## config.mk

```make
export PLATFORM = sky130hd
export DESIGN_NAME = id_operand_stage
export DESIGN_NICKNAME = d
export VERILOG_FILES = /design/src/rtl/id_operand_stage.sv
export SDC_FILE = /design/constraint.sdc
export NUM_CORES = 1
export LEC_CHECK = 0
export CAP_MARGIN = 15
export CORE_AREA = 2 2 150 152
export DETAILED_ROUTE_END_ITERATION = 8
export DIE_AREA = 0 0 152 154
export PLACE_DENSITY = 0.68
export SYNTH_ARGS = -nofsm -noshare
export SYNTH_HDL_FRONTEND = slang
export SYNTH_SLANG_ARGS = --single-unit
export TNS_END_PERCENT = 5
```

## constraint.sdc

```tcl
create_clock -name clk -period 3.8 [get_ports clk]
set_clock_uncertainty 0.05 [all_clocks]
set_input_delay 0.76 -clock clk [delete_from_list [all_inputs] [get_ports clk]]
set_output_delay 0.76 -clock clk [all_outputs]
set_load 0.03 [all_outputs]
```

## src/rtl/id_operand_stage.sv

```systemverilog
// Decode-to-execute operand stage: resolves both source operands through the
// forwarding network, detects load-use hazards and holds the result in a skid-free output register.
module id_operand_stage #(
    parameter int DATA_W  = 32,
    parameter int ADDR_W  = 5,
    parameter int NUM_FWD = 2
) (
    input  logic                        clk,
    input  logic                        rst,

    input  logic                        in_valid,
    output logic                        in_ready,
    input  logic [31:0]                 in_pc,
    input  logic [7:0]                  in_aluop,
    input  logic [2:0]                  in_alusel,
    input  logic [ADDR_W-1:0]           in_wd,
    input  logic                        in_wreg,
    input  logic [DATA_W-1:0]           in_imm,
    input  logic [ADDR_W-1:0]           in_rs_addr,
    input  logic [ADDR_W-1:0]           in_rt_addr,
    input  logic                        in_rs_rd,
    input  logic                        in_rt_rd,
    input  logic [1:0]                  in_cond,

    output logic                        rf_re1,
    output logic                        rf_re2,
    output logic [ADDR_W-1:0]           rf_raddr1,
    output logic [ADDR_W-1:0]           rf_raddr2,
    input  logic [DATA_W-1:0]           rf_rdata1,
    input  logic [DATA_W-1:0]           rf_rdata2,

    input  logic [NUM_FWD-1:0]          fwd_wreg,
    input  logic [NUM_FWD*ADDR_W-1:0]   fwd_wd,
    input  logic [NUM_FWD*DATA_W-1:0]   fwd_wdata,
    input  logic [NUM_FWD-1:0]          fwd_pending,

    input  logic                        flush,

    output logic                        out_valid,
    input  logic                        out_ready,
    output logic [31:0]                 out_pc,
    output logic [7:0]                  out_aluop,
    output logic [2:0]                  out_alusel,
    output logic [DATA_W-1:0]           out_reg1,
    output logic [DATA_W-1:0]           out_reg2,
    output logic [ADDR_W-1:0]           out_wd,
    output logic                        out_wreg,

    output logic                        stall,
    output logic [15:0]                 stall_cnt
);

    typedef enum logic {
        S_EMPTY = 1'b0,
        S_FULL  = 1'b1
    } state_t;

    state_t                 r_state;
    state_t                 w_state_next;

    logic [31:0]            r_pc;
    logic [7:0]             r_aluop;
    logic [2:0]             r_alusel;
    logic [DATA_W-1:0]      r_reg1;
    logic [DATA_W-1:0]      r_reg2;
    logic [ADDR_W-1:0]      r_wd;
    logic                   r_wreg;
    logic [15:0]            r_stall_cnt;

    logic [ADDR_W-1:0]      w_fwd_wd   [NUM_FWD];
    logic [DATA_W-1:0]      w_fwd_data [NUM_FWD];

    logic [ADDR_W-1:0]      w_port_addr [2];
    logic                   w_port_re   [2];
    logic [DATA_W-1:0]      w_port_rf   [2];

    logic [DATA_W-1:0]      w_reg1;
    logic [DATA_W-1:0]      w_reg2;
    logic                   w_pend1;
    logic                   w_pend2;
    logic                   w_stall;
    logic                   w_in_ready;
    logic                   w_xfer;
    logic                   w_wreg_eff;

    genvar gi;

    generate
        for (gi = 0; gi < NUM_FWD; gi++) begin : g_fwd
            assign w_fwd_wd[gi]   = fwd_wd[gi*ADDR_W +: ADDR_W];
            assign w_fwd_data[gi] = fwd_wdata[gi*DATA_W +: DATA_W];
        end
    endgenerate

    assign w_port_addr[0] = in_rs_addr;
    assign w_port_addr[1] = in_rt_addr;
    assign w_port_re[0]   = in_rs_rd;
    assign w_port_re[1]   = in_rt_rd;
    assign w_port_rf[0]   = rf_rdata1;
    assign w_port_rf[1]   = rf_rdata2;

    generate
        for (gi = 0; gi < 2; gi++) begin : g_port
            logic                w_hit;
            logic [DATA_W-1:0]   w_fdata;
            logic                w_fpend;
            logic [DATA_W-1:0]   w_opnd;
            logic                w_pend;

            // Scan oldest to youngest so the youngest matching source wins.
            always_comb begin
                w_hit   = 1'b0;
                w_fdata = '0;
                w_fpend = 1'b0;
                for (int k = NUM_FWD - 1; k >= 0; k--) begin
                    if (fwd_wreg[k] && (w_fwd_wd[k] == w_port_addr[gi])) begin
                        w_hit   = 1'b1;
                        w_fdata = w_fwd_data[k];
                        w_fpend = fwd_pending[k];
                    end
                end
            end

            // Register 0 is hardwired to zero and must never pick up a forward.
            always_comb begin
                w_opnd = w_port_rf[gi];
                w_pend = 1'b0;
                if (!w_port_re[gi]) begin
                    w_opnd = in_imm;
                end else if (w_port_addr[gi] == '0) begin
                    w_opnd = '0;
                end else if (w_hit) begin
                    w_opnd = w_fdata;
                    w_pend = w_fpend;
                end
            end
        end
    endgenerate

    assign w_reg1  = g_port[0].w_opnd;
    assign w_reg2  = g_port[1].w_opnd;
    assign w_pend1 = g_port[0].w_pend;
    assign w_pend2 = g_port[1].w_pend;

    assign rf_raddr1 = in_rs_addr;
    assign rf_raddr2 = in_rt_addr;
    assign rf_re1    = in_rs_rd && in_valid;
    assign rf_re2    = in_rt_rd && in_valid;

    assign w_stall    = in_valid && (w_pend1 || w_pend2);
    // rst gates readiness so nothing is accepted while the stage is held in reset.
    assign w_in_ready = rst && !w_stall && ((r_state == S_EMPTY) || out_ready) && !flush;
    assign w_xfer     = in_valid && w_in_ready;

    always_comb begin
        w_wreg_eff = in_wreg;
        case (in_cond)
            2'b01:   w_wreg_eff = in_wreg && (w_reg2 != '0);
            2'b10:   w_wreg_eff = in_wreg && (w_reg2 == '0);
            default: w_wreg_eff = in_wreg;
        endcase
    end

    always_ff @(posedge clk or negedge rst) begin
        if (!rst) begin
            r_state <= S_EMPTY;
        end else begin
            r_state <= w_state_next;
        end
    end

    always_comb begin
        w_state_next = r_state;
        if (flush) begin
            w_state_next = S_EMPTY;
        end else if (w_xfer) begin
            w_state_next = S_FULL;
        end else if ((r_state == S_FULL) && out_ready) begin
            w_state_next = S_EMPTY;
        end
    end

    always_ff @(posedge clk or negedge rst) begin
        if (!rst) begin
            r_pc     <= '0;
            r_aluop  <= '0;
            r_alusel <= '0;
            r_reg1   <= '0;
            r_reg2   <= '0;
            r_wd     <= '0;
            r_wreg   <= 1'b0;
        end else if (w_xfer) begin
            r_pc     <= in_pc;
            r_aluop  <= in_aluop;
            r_alusel <= in_alusel;
            r_reg1   <= w_reg1;
            r_reg2   <= w_reg2;
            r_wd     <= in_wd;
            r_wreg   <= w_wreg_eff;
        end else if (flush) begin
            r_wreg   <= 1'b0;
        end
    end

    always_ff @(posedge clk or negedge rst) begin
        if (!rst) begin
            r_stall_cnt <= '0;
        end else if (w_stall && !flush && (r_stall_cnt != 16'hFFFF)) begin
            r_stall_cnt <= r_stall_cnt + 16'd1;
        end
    end

    assign in_ready   = w_in_ready;
    assign stall      = w_stall;
    assign stall_cnt  = r_stall_cnt;
    assign out_valid  = (r_state == S_FULL);
    assign out_pc     = r_pc;
    assign out_aluop  = r_aluop;
    assign out_alusel = r_alusel;
    assign out_reg1   = r_reg1;
    assign out_reg2   = r_reg2;
    assign out_wd     = r_wd;
    assign out_wreg   = r_wreg;

endmodule
```

# [Yosys cells after proc, flatten, opt, wreduce, memory -nomap -nowiden]
# Cells that the tools add are included.
[classes] addsub=1 n_eq_ne=7 mux=30 n_bitwise=1 reduce_logical=26
[ops] operator="32-bit 2-to-1 mux" count=10
[ops] operator="32-bit logical NOT" count=1
[ops] operator="32-bit nonzero test" count=1
[ops] operator="5-bit equality test" count=4
[ops] operator="1-bit 2-to-1 mux" count=19
[ops] operator="16-bit by 1-bit adder with 16-bit output (second input constant)" count=1
[ops] operator="1-bit logical AND" count=16
[ops] operator="16-bit inequality test (second input constant)" count=1
[ops] operator="5-bit logical NOT" count=2
[ops] operator="3-bit nonzero test" count=1
[ops] operator="2-bit by 1-bit equality test with 1-bit output (second input constant)" count=1
[ops] operator="2-bit equality test (second input constant)" count=1
[ops] operator="1-bit logical NOT" count=2
[ops] operator="1-bit logical OR" count=2
[ops] operator="1-bit one-hot mux with 2 select lines" count=1
[ops] operator="2-bit nonzero test" count=1
[ops] operator="1-bit inverter" count=1
[totals] ff_bits=130 inputBits=242 out_inout_bits=144 word_cells=74

# [Logic depth before layout (Yosys ltp)]
# Gate-level depths: netlist (run 1).
[depth] depth_word=16 depth_mapped=13

# [Worst setup path before layout (run 1)]
# OpenSTA, ideal clock, no wires.
[synth_timing] kind="input to output" from="in in_rs_addr[0]" to="out in_ready" t_arrival_ps=2177 required_time_ps=2990 setup_slack_ps=813 path_stages=5 path_cell_list="or4_1 o21ai_1 a21oi_1 o21ai_1 and3_1"
[synth_between] elab_chain_len=13 elab_cells_between_ends=18 cone_classes="eq/ne (2); mux (7); reduce/logical (9)"
[synth_lines] element="start, declared" line_no="19" source="input logic [ADDR_W-1:0] in_rs_addr,"
[synth_lines] element="5-bit equality test" line_no="116" source="if (fwd_wreg[k] && (w_fwd_wd[k] == w_port_addr[gi])) begin"
[synth_lines] element="1-bit logical AND" line_no="116"
[synth_lines] element="1-bit 2-to-1 mux (2 in series)" line_no="116"
[synth_lines] element="1-bit 2-to-1 mux" line_no="132" source="end else if (w_hit) begin"
[synth_lines] element="1-bit 2-to-1 mux *" line_no="130" source="end else if (w_port_addr[gi] == '0) begin"
[synth_lines] element="1-bit 2-to-1 mux *" line_no="128" source="if (!w_port_re[gi]) begin"
[synth_lines] element="1-bit logical OR *" line_no="150" source="assign w_stall = in_valid && (w_pend1 || w_pend2);"
[synth_lines] element="1-bit logical AND *" line_no="150"
[synth_lines] element="1-bit logical NOT *" line_no="152" source="assign w_in_ready = rst && !w_stall && ((r_state == S_EMPTY) || out_ready) && !flush;"
[synth_lines] element="1-bit logical AND * (3 in series)" line_no="152"
[synth_lines] element="end, declared" line_no="12" source="output logic in_ready,"
# Every way passes the cells marked *; elsewhere a longest branch is shown, timed or not.

# [Worst setup path after layout (run 1)]
[layout_timing] from="in fwd_wd[4]" to="out stall"
[layout_between] elab_chain_len=8 elab_cells_between_ends=16 cone_classes="eq/ne (2); mux (10); reduce/logical (4)"
[layout_lines] element="start, declared" line_no="33" source="input logic [NUM_FWD*ADDR_W-1:0] fwd_wd,"
[layout_lines] element="5-bit equality test" line_no="116"
[layout_lines] element="1-bit logical AND" line_no="116"
[layout_lines] element="1-bit 2-to-1 mux" line_no="116"
[layout_lines] element="1-bit 2-to-1 mux" line_no="132"
[layout_lines] element="1-bit 2-to-1 mux" line_no="130"
[layout_lines] element="1-bit 2-to-1 mux" line_no="128"
[layout_lines] element="1-bit logical OR *" line_no="150"
[layout_lines] element="1-bit logical AND *" line_no="150"
[layout_lines] element="end, declared" line_no="49" source="output logic stall,"
# Marks and branches as above.

==> results of run 1 <==
registers in the layout, summed over array words and instances (netlist names):
register and flops:
out_aluop 8, out_alusel 3, out_pc 32, out_reg1 32, out_reg2 32, out_valid 1
out_wd 5, out_wreg 1, stall_cnt 16
worst max-delay path by stage:
stage	cells past startpoint	start	end	slack, ns
detailed placement	10	in_rs_addr[1]	stall	-0.06
finish	11	fwd_wd[4]	stall	0.1
CTS	11	in_rt_addr[3]	stall	0.09
global route	12	in_rt_addr[0]	stall	0.005
global placement	11	in_rt_addr[3]	stall	-0.05
floorplan	5	in_rs_addr[0]	in_ready	0.81
layout make-up:
cell class | count | share of cell area (%)
timing repair buffer | 429 | 35.0
multi-input combinational | 586 | 30.9
sequential | 130 | 26.2
clock buffer | 17 | 3.43
tap | 280 | 2.82
clock inverter | 15 | 1.46
inverter | 7 | 0.212
power groups by stage:
stage | clock network (uW) | logic [uW] | registers (uW)
global placement | 0 | 2020 | 1790
global route | 1790 | 2130 | 1810
CTS | 1720 | 2030 | 1780
floorplan | 0 | 459 | 2300
detailed placement | 0 | 2020 | 1800
finish | 1680 | 2030 | 1770
synth_stat cells (2+ instances only):
cell,instances,share of area (%)
nor3_1,2,0.13
or4_1,2,0.20
ha_1,2,0.34
o21ai_1,2,0.13
nand3_1,40,2.7
inv_1,7,0.35
xnor2_1,24,2.8
a31oi_1,29,2.4
o31ai_1,29,2.9
buf_2,28,1.9
a21oi_1,135,9.1
clkbuf_1,32,1.6
mux2_2,49,7.4
and3_1,8,0.67
nand2_1,6,0.30
o21ai_0,33,2.2
mux2i_1,34,4.6
and2_1,4,0.34
nand4_1,9,0.76
dfrtp_1,130,44
nor4_1,14,1.2
buf_6,2,0.30
xor2_1,10,1.2
nor4_2,3,0.50
buf_4,14,1.4
a211oi_1,33,3.3
nor2_1,101,5.1
metal layers:
| layer | up-vias | global-route usage, % | wire [um] |
|---|---|---|---|
| met5 | - | 0 | 0 |
| met4 | 0 | 11.1 | 1200 |
| met3 | 59 | 6.96 | 2380 |
| met2 | 401 | 43.3 | 15000 |
| met1 | 3789 | 30.4 | 12000 |
| li1 | 3695 | - | - |
kinds of logic after synthesis:
family,count (synthesis)
xor gates and xnor gates,34
DFF,130
muxes,83
AOI/OAI and AO/OA,270
adders and majority gates,2
and+or+nand+nor,197
buffers and inverters,84
through the flow:
step	util [%]	TNS, ns	hold WS, ns	power, uW	setup WS, ns
final	57.2	0	0.439	5480	0.0973
after global routing	57.2	0	0.474	5730	0.00541
after CTS	56.9	0	0.442	5530	0.0888
after detailed placement	54.1	-0.103	0.433	3820	-0.0588
after global placement	54.1	-0.0816	0.428	3800	-0.0545
after floorplan	-	0	0.414	2760	0.813
repair_timing:
action | in CTS | in global routing
gates resized for setup | 2 | 12
pin swaps | 0 | 1
setup endpoints to repair | 2 | 2
hold buffers | 0 | 0
==> out/metrics.cfg, run 1 <==
[power]
p_sw_uw = 1880
intPower_uw = 3600
p_leak_uw = 0.00478
combPwrFrac_pct = 37.0
ir_drop_mv = 0.264
powerDensity_mw_per_mm2 = 442
p_sw_share_pct = 34.2
power_frac_clock_pct = 30.6
seq_power_share_pct = 32.3

[sta]
slew_headroom_pct = 37.7
rsz0062_at_grt = no
final-hold-violation-count = 0
slew_viol_final = 0
period_needed_ns = 3.70
fmax_mhz = 270
finalCritPeriodShare_pct = 97.4
setup_viol = 0
worstMarginPinSlew_ns = 0.935

[worst_setup_path]
ff2ff_path_depth = 5
endpoint_kind = primary output
crit_chain = clkdlybuf4s50_1 -> xnor2_1 -> nand4_2 -> buf_12 -> nor2_1 -> nand2_1 -> a21boi_4 -> o21ai_1 -> buf_4 -> inv_1 -> buf_4
path_buf_inv = 5
required_ns = 2.99
startpoint_type = input pin
r2r_slack_ns = 1.68
r2r-end = stall_cnt[1]
cp_slowest_cell = clkdlybuf4s50_1
slowest_delay_ns = 0.55
crit_type = input pin to primary output
cp.arrival_ns = 2.89
path_common_cell = buf_4
regToRegStartpoint = stall_cnt[3]
crit_fanout = 22
critical-path-top-delay-family = buffers and inverters

[route]
drcViolationCount = 0
vias_per_cell = 5.43
vias = 7944
drt-total-wl_um = 30600
route.antenna.remaining_nets = 0
drt_pass1_iterations = 5
wl_per_cell_um = 20.9
drtIter0Drc = 426

[placed_design]
hpwl_um = 24000
placed_area_mm2 = 0.0117
placed_cells = 1432
routabilityCongestion = 0.921
port_buffers = 385

[clocking]
ctsHtreeMaxLevel = 4
root_buffer = clkbuf_16
cts_max_path_buffers = 2
clk_latency_ns = 0.40
cts_sinks = 130
cts_setup_buffers = 0
cts_made_buffers = 17
cts_tree = done
clk_pin_slew_ns = 0.06

[global_routing]
grt_pass1_vias = 8176
track_usage_pct = 25.5
grt_max_degree = 69
grt_pass1_wl_um = 46500
grt-ovfl-total = 0
antenna_found_initial = 0

[yosys]
syn_nets = 1044
synth_top_family_by_area = compound AO/OA/AOI/OAI gates
synth_ff_type = dfrtp_1
avgSynthCellArea_um2 = 9.29
synth_compound_area_share_pct = 21.3
ys_ff_latch = 130
synth_area_mm2 = 0.00743
synth-simple-area-share_pct = 12.8
ys_warn_count = 0
synth-xor-area-share_pct = 4.01
synthAdderAreaFrac_pct = 0.337
yosysSeqAreaShare_pct = 43.8
synthCells = 800
netlist-cell-type-count = 45
synth_mux_area_share_pct = 12.0
async_reset_ff_share_pct = 100
synth-edff-count = 0

[floorplanning]
num_rows = 54
io_pins = 386
fp.dieW_um = 152
core_area_mm2 = 0.0217
die_area_mm2 = 0.0234
initial_core_util_pct = 34.3
die_h_um = 154

[layout]
drive_gt1_share_pct = 12.6
fin_nets = 1415
multi_input_area_mm2 = 0.00384
layout_commonest_cell = clkdlybuf4s50_1
num-fill-cells = 1938
layout_common_cells = 378 x clkdlybuf4s50_1, 133 x a21oi_1, 130 x dfrtp_1, 101 x nor2_1, 49 x mux2_2
final_cell_area_mm2 = 0.0124
area_growth_pct = 67.0
layout.cells.non_filler = 1464
seq_area_mm2 = 0.00325
n_antenna_cell = 0

[worst_hold_path]
worstHoldStart = stall_cnt[9]
min_path_cells = 1
hold_path.class = flip-flop to flip-flop
whs_endpoint = stall_cnt[9]

[flow_run]
max_cap_violations = 0

[run_status]
status = complete, no violations

No activity file was read; power rests on OpenSTA's default activity.
==> inputs of run 2 (changes only) <==
--- a/constraint.sdc
+++ b/constraint.sdc
@@ -3,3 +3,3 @@
 set_input_delay 0.76 -clock clk [delete_from_list [all_inputs] [get_ports clk]]
 set_output_delay 0.76 -clock clk [all_outputs]
-set_load 0.03 [all_outputs]
+set_load 0.005 [all_outputs]
==> run 2 against run 1 <==
Effect of this change: maximum frequency rose by 1.2%; setup slack improved by 0.045 ns; critical path depth did not move; via count rose by 0.92%; clock power fell by 2%; global-route usage rose by 0.64 points; largest cell class unchanged; non-clock buffer count rose by 7; sequential share of layout area rose by 0.098 points; highest routed layer unchanged.
==> out/metrics.cfg, run 2 (synthesized netlist as in run 1, its figures left out) <==
[sta]
timing.hold.ws_ns = 0.178  ; was 0.439 ns
slew_headroom_pct = 46.6  ; was 37.7%
worstMarginPinSlew_ns = 0.802  ; was 0.935 ns
rsz0062_at_grt = no  ; unchanged
fmax_mhz = 273  ; was 270 MHz
tns_ns = 0  ; unchanged
period_needed_ns = 3.66  ; was 3.70 ns
slew_viol_final = 0  ; unchanged
final-hold-violation-count = 0  ; unchanged
finalCritPeriodShare_pct = 96.3  ; was 97.4%
setup_viol = 0  ; unchanged

[worst_setup_path]
required_ns = 2.99  ; about the same
crit_type = input pin to primary output  ; unchanged
worstSetupStartpoint = fwd_wd[6]  ; was fwd_wd[4]
cp_slowest_cell = clkdlybuf4s50_1  ; unchanged
slowest_delay_ns = 0.45  ; was 0.55 ns
endpoint_kind = primary output  ; unchanged
crit_chain = clkdlybuf4s50_1 -> xor2_1 -> nor4_2 -> and3_4 -> nand3_1 -> a21oi_2 -> o21ai_1 -> buf_4 -> buf_4 -> inv_1 -> dlygate4sd2_1  ; was clkdlybuf4s50_1 -> xnor2_1 -> nand4_2 -> buf_12 -> nor2_1 -> nand2_1 -> a21boi_4 -> o21ai_1 -> buf_4 -> inv_1 -> buf_4
ff2ff_path_depth = 5  ; unchanged
path_buf_inv = 5  ; unchanged
r2r-end = stall_cnt[1]  ; unchanged
cp.arrival_ns = 2.85  ; was 2.89 ns
regToRegStartpoint = stall_cnt[3]  ; unchanged
crit_fanout = 3  ; was 22
path_common_cell = buf_4  ; unchanged
r2r_slack_ns = 1.64  ; was 1.68 ns
critical-path-top-delay-family = buffers and inverters  ; unchanged
startpoint_type = input pin  ; unchanged

[power]
powerDensity_mw_per_mm2 = 398  ; was 442 mW/mm^2
p_leak_uw = 0.00482  ; was 0.00478 uW
ir_drop_mv = 0.332  ; was 0.264 mV

[clocking]
clk_pin_slew_ns = 0.06  ; about the same
root_buffer = clkbuf_16  ; unchanged
ctsHtreeMaxLevel = 4  ; unchanged
clk_latency_ns = 0.41  ; was 0.40 ns
hold_buffers = 0  ; unchanged
cts_made_buffers = 17  ; unchanged
cts_sinks = 130  ; unchanged
cts_max_path_buffers = 2  ; unchanged
cts_tree = done  ; unchanged

[floorplanning]
io_pins = 386  ; unchanged
num_rows = 54  ; unchanged
die_area_mm2 = 0.0234  ; unchanged
initial_core_util_pct = 34.3  ; unchanged
core_area_mm2 = 0.0217  ; unchanged
die_h_um = 154  ; unchanged
fp.dieW_um = 152  ; unchanged

[worst_hold_path]
hold_path.class = input pin to async pin  ; was flip-flop to flip-flop

[flow_run]
max_cap_violations = 0  ; unchanged

[layout]
fin_nets = 1422  ; was 1415
n_antenna_cell = 0  ; unchanged
layout_commonest_cell = clkdlybuf4s50_1  ; unchanged
layout_common_cells = 369 x clkdlybuf4s50_1, 133 x a21oi_1, 130 x dfrtp_1, 101 x nor2_1, 49 x mux2_2  ; was 378 x clkdlybuf4s50_1, 133 x a21oi_1, 130 x dfrtp_1, 101 x nor2_1, 49 x mux2_2
final_cell_area_mm2 = 0.0124  ; about the same
multi_input_area_mm2 = 0.00381  ; was 0.00384 mm^2
drive_gt1_share_pct = 12.7  ; was 12.6%
seq_area_mm2 = 0.00325  ; unchanged
area_growth_pct = 66.3  ; was 67.0%
num-fill-cells = 1922  ; was 1938

[placed_design]
hpwl_um = 24400  ; was 24000 um
routabilityCongestion = 0.917  ; was 0.921
port_buffers = 385  ; unchanged
placed_area_mm2 = 0.0117  ; about the same

[route]
drtIter0Drc = 452  ; was 426
route.antenna.remaining_nets = 0  ; unchanged
drt-total-wl_um = 31000  ; was 30600 um
vias_per_cell = 5.45  ; was 5.43
wl_per_cell_um = 21.0  ; was 20.9 um
vias = 8017  ; was 7944
drcViolationCount = 0  ; unchanged
drt_pass1_iterations = 5  ; unchanged

[global_routing]
grt_max_degree = 65  ; was 69
track_usage_pct = 26.1  ; was 25.5%
grt_pass1_wl_um = 47700  ; was 46500 um
antenna_found_initial = 0  ; unchanged
grt_pass1_vias = 8153  ; was 8176
grt-ovfl-total = 0  ; unchanged

[run_status]
status = complete, no violations  ; unchanged

[run 2: report_power, final]
group          switching (uW)  leakage (uW)  internal [uW]
logic                     593       0.00300            916
registers                 135       0.00153           1640
clock network             620      0.000293           1020
[run 2: what timing repair did]
action,4_1_cts,5_1_grt
pin swaps,3,5
gates resized for setup,9,13
cloned,0,0
setup buffers,1,0
endpoints found under the setup margin,2,1
[run 2: stage by stage]
step | worst slack (ns) | util (%) | std cells | power (uW)
5_1_grt | 0.0677 | 57.0 | 1471 | 5170
2_1_floorplan | 0.910 | - | 800 | 2260
3_3_place_gp | -0.172 | 54.0 | 1438 | 3290
6_report | 0.142 | 57.0 | 1471 | 4920
4_1_cts | -0.103 | 56.8 | 1471 | 4980
3_5_place_dp | -0.308 | 54.0 | 1438 | 3300
[run 2: how the worst max path moves through the flow]
stage,to,slack [ns],depth (start not counted)
after floorplan,out_wreg,0.91,11
after global placement,stall,-0.17,11
after detailed placement,stall,-0.31,11
after CTS,in_ready,-0.10,9
after global routing,stall,0.07,11
final,stall,0.14,11
[run 2: per-layer routing]
| metal | routed length (um) | vias to the layer above | share of wire [%] | track usage [%] |
|---|---|---|---|---|
| met5 | 0 | - | 0 | 0 |
| met4 | 680 | 0 | 2.2 | 7.43 |
| met3 | 2380 | 42 | 7.7 | 6.37 |
| met2 | 16100 | 385 | 52 | 47.5 |
| met1 | 11800 | 3877 | 38 | 30.7 |
| li1 | - | 3713 | - | - |
[run 2: cell type report]
type,instances,share of cell area [%]
Clock inverter,11,1.05
Timing Repair Buffer,436,35.0
Clock buffer,21,3.80
Inverter,7,0.212
Tap cell,280,2.83
Sequential cell,130,26.3
Multi-Input combinational cell,586,30.8
[run 2: worst reg2reg max path, stage by stage (launching register included)]
cell and delay, ns:
dfrtp_1 0.43, and3_1 0.21, and2_0 0.24, and3_1 0.32, a31oi_2 0.42, mux2_2 0.39
==> inputs of run 3 (changes only) <==
CORE_AREA = 2 2 148 150   (was 2 2 150 152)
DIE_AREA = 0 0 150 152   (was 0 0 152 154)
PLACE_DENSITY = 0.69   (was 0.68)
REMOVE_ABC_BUFFERS = 1   (was unset)
SLEW_MARGIN = 20   (was unset)
clock period = 3.6 ns   (was 3.8 ns; I/O delays follow)
==> run 3 against run 2 <==
Effect of this change: total power is 8.2% higher; via count is 3.0% higher; utilization is 3.1 points higher; count of clock-buffer cells in the layout is 3 lower; highest routed layer is now met5.
==> out/metrics.cfg, run 3 (synthesized netlist as in run 1, its figures left out) <==
[route]
drt_pass1_iterations = 5  ; unchanged
route.antenna.remaining_nets = 0  ; unchanged
drcViolationCount = 0  ; unchanged
wl_per_cell_um = 21.6  ; was 21.0 um
drt-total-wl_um = 32700  ; was 31000 um
vias = 8255  ; was 8017
drtIter0Drc = 468  ; was 452
vias_per_cell = 5.45  ; about the same

[power]
combPwrFrac_pct = 30.7  ; was 30.6%
intPower_uw = 3800  ; was 3580 uW
p_sw_uw = 1520  ; was 1350 uW
power_frac_clock_pct = 34.1  ; was 33.4%
seq_power_share_pct = 35.2  ; was 36.0%
ir_drop_mv = 0.315  ; was 0.332 mV
powerDensity_mw_per_mm2 = 415  ; was 398 mW/mm^2
p_leak_uw = 0.00513  ; was 0.00482 uW
p_sw_share_pct = 28.6  ; was 27.4%

[global_routing]
antenna_found_initial = 2  ; was 0
grt-ovfl-total = 0  ; unchanged
grt_max_degree = 65  ; unchanged
grt_pass1_vias = 8344  ; was 8153
grt_pass1_wl_um = 49200  ; was 47700 um
track_usage_pct = 28.4  ; was 26.1%

[worst_setup_path]
ff2ff_path_depth = 6  ; was 5
cp.arrival_ns = 2.64  ; was 2.85 ns
critical-path-top-delay-family = buffers and inverters  ; unchanged
crit_fanout = 8  ; was 3
path_depth = 9  ; was 11
r2r-end = stall_cnt[1]  ; unchanged
required_ns = 2.83  ; was 2.99 ns
slowest_delay_ns = 0.54  ; was 0.45 ns
crit_chain = clkdlybuf4s50_1 -> nand2_1 -> buf_4 -> nor2_1 -> nand2_1 -> a21boi_2 -> o21ai_2 -> inv_1 -> clkdlybuf4s50_1  ; was clkdlybuf4s50_1 -> xor2_1 -> nor4_2 -> and3_4 -> nand3_1 -> a21oi_2 -> o21ai_1 -> buf_4 -> buf_4 -> inv_1 -> dlygate4sd2_1
path_buf_inv = 4  ; was 5
cp_slowest_cell = clkdlybuf4s50_1  ; unchanged
r2r_slack_ns = 1.37  ; was 1.64 ns
worstSetupStartpoint = fwd_wreg[0]  ; was fwd_wd[6]
cp-endpoint = stall  ; unchanged
crit_type = input pin to primary output  ; unchanged
startpoint_type = input pin  ; unchanged
regToRegStartpoint = stall_cnt[3]  ; unchanged
endpoint_kind = primary output  ; unchanged

[sta]
fmax_mhz = 293
worstMarginPinSlew_ns = 0.787  ; was 0.802 ns
slew_headroom_pct = 47.5  ; was 46.6%
slew_viol_final = 0  ; unchanged
rsz0062_at_grt = no  ; unchanged
setup_viol = 0  ; unchanged
finalCritPeriodShare_pct = 94.8
final-hold-violation-count = 0  ; unchanged
period_needed_ns = 3.41
timing.hold.ws_ns = 0.124  ; was 0.178 ns

[floorplanning]
die_area_mm2 = 0.0228  ; was 0.0234 mm^2
num_rows = 54  ; unchanged
die_h_um = 152  ; was 154 um
fp.dieW_um = 150  ; was 152 um
core_area_mm2 = 0.0214  ; was 0.0217 mm^2
initial_core_util_pct = 34.8  ; was 34.3%
io_pins = 386  ; unchanged

[clocking]
cts_tree = done  ; unchanged
root_buffer = clkbuf_16  ; unchanged
ctsHtreeMaxLevel = 4  ; unchanged
clk_pin_slew_ns = 0.07  ; was 0.06 ns
hold_buffers = 0  ; unchanged
cts_sinks = 130  ; unchanged
clk_latency_ns = 0.42  ; was 0.41 ns
cts_made_buffers = 17  ; unchanged
cts_max_path_buffers = 2  ; unchanged

[placed_design]
port_buffers = 385  ; unchanged
placed_area_mm2 = 0.0121  ; was 0.0117 mm^2
routabilityCongestion = 0.866  ; was 0.917
hpwl_um = 24800  ; was 24400 um

[flow_run]
max_cap_violations = 0  ; unchanged

[layout]
layout_commonest_cell = clkdlybuf4s50_1  ; unchanged
multi_input_area_mm2 = 0.00386  ; was 0.00381 mm^2
seq_area_mm2 = 0.00325  ; unchanged
final_cell_area_mm2 = 0.0128  ; was 0.0124 mm^2
layout_common_cells = 365 x clkdlybuf4s50_1, 133 x a21oi_1, 130 x dfrtp_1, 100 x nor2_1, 85 x buf_4  ; was 369 x clkdlybuf4s50_1, 133 x a21oi_1, 130 x dfrtp_1, 101 x nor2_1, 49 x mux2_2
num-fill-cells = 1854  ; was 1922
area_growth_pct = 72.6  ; was 66.3%
drive_gt1_share_pct = 16.4  ; was 12.7%
fin_nets = 1466  ; was 1422

[run_status]
status = complete, no violations  ; unchanged

[worst_hold_path]
hold_path.class = input pin to async pin  ; unchanged

run 3: metrics by stage:
stage	util (%)	setup slack [ns]	TNS, ns	std cells	total power, uW
2_1_floorplan	-	-3.57	-393.10	723	2360
3_3_place_gp	56.5	-0.311	-5.76	1480	3490
3_5_place_dp	56.5	-0.294	-7.50	1480	3510
4_1_cts	59.4	-0.0614	-0.0614	1512	5350
5_1_grt	60.1	0.0552	0	1515	5570
6_report	60.1	0.188	0	1516	5320
run 3: worst min-delay path by stage:
stage             startpoint            end
6_report                 rst      out_valid
3_3_place_gp    stall_cnt[6]   stall_cnt[6]
3_5_place_dp   stall_cnt[10]  stall_cnt[10]
5_1_grt                  rst  stall_cnt[10]
4_1_cts                  rst      out_valid
2_1_floorplan            rst   out_aluop[0]
run 3: repair_timing:
action | CTS | global route
gates resized for setup | 6 | 28
pin swaps | 2 | 12
endpoints found under the setup margin | 2 | 3
setup buffers | 0 | 3
cloned | 0 | 0
run 3: power by group through the flow:
stage	registers [uW]	logic, uW	clock network (uW)
after floorplan	1910	449	0
after global placement	1880	1610	0
after detailed placement	1900	1620	0
after CTS	1870	1630	1850
after global routing	1910	1760	1910
final	1870	1640	1810
run 3: metal layers:
metal,vias up,track usage (%),share of wire [%]
met2,397,46.7,48
met4,2,12.4,3.8
met3,79,6.82,8.2
li1,3792,-,-
met1,3985,35.4,40
met5,-,0,0.040
run 3: cell type report:
cell class              count  area share, %
inverters                   7          0.205
well taps                 280           2.73
flip-flops and latches    130           25.4
multi-input cells         586           30.1
clock buffers              18           3.42
diodes                      1         0.0195
repair buffers            480           36.8
clock inverters            14           1.31
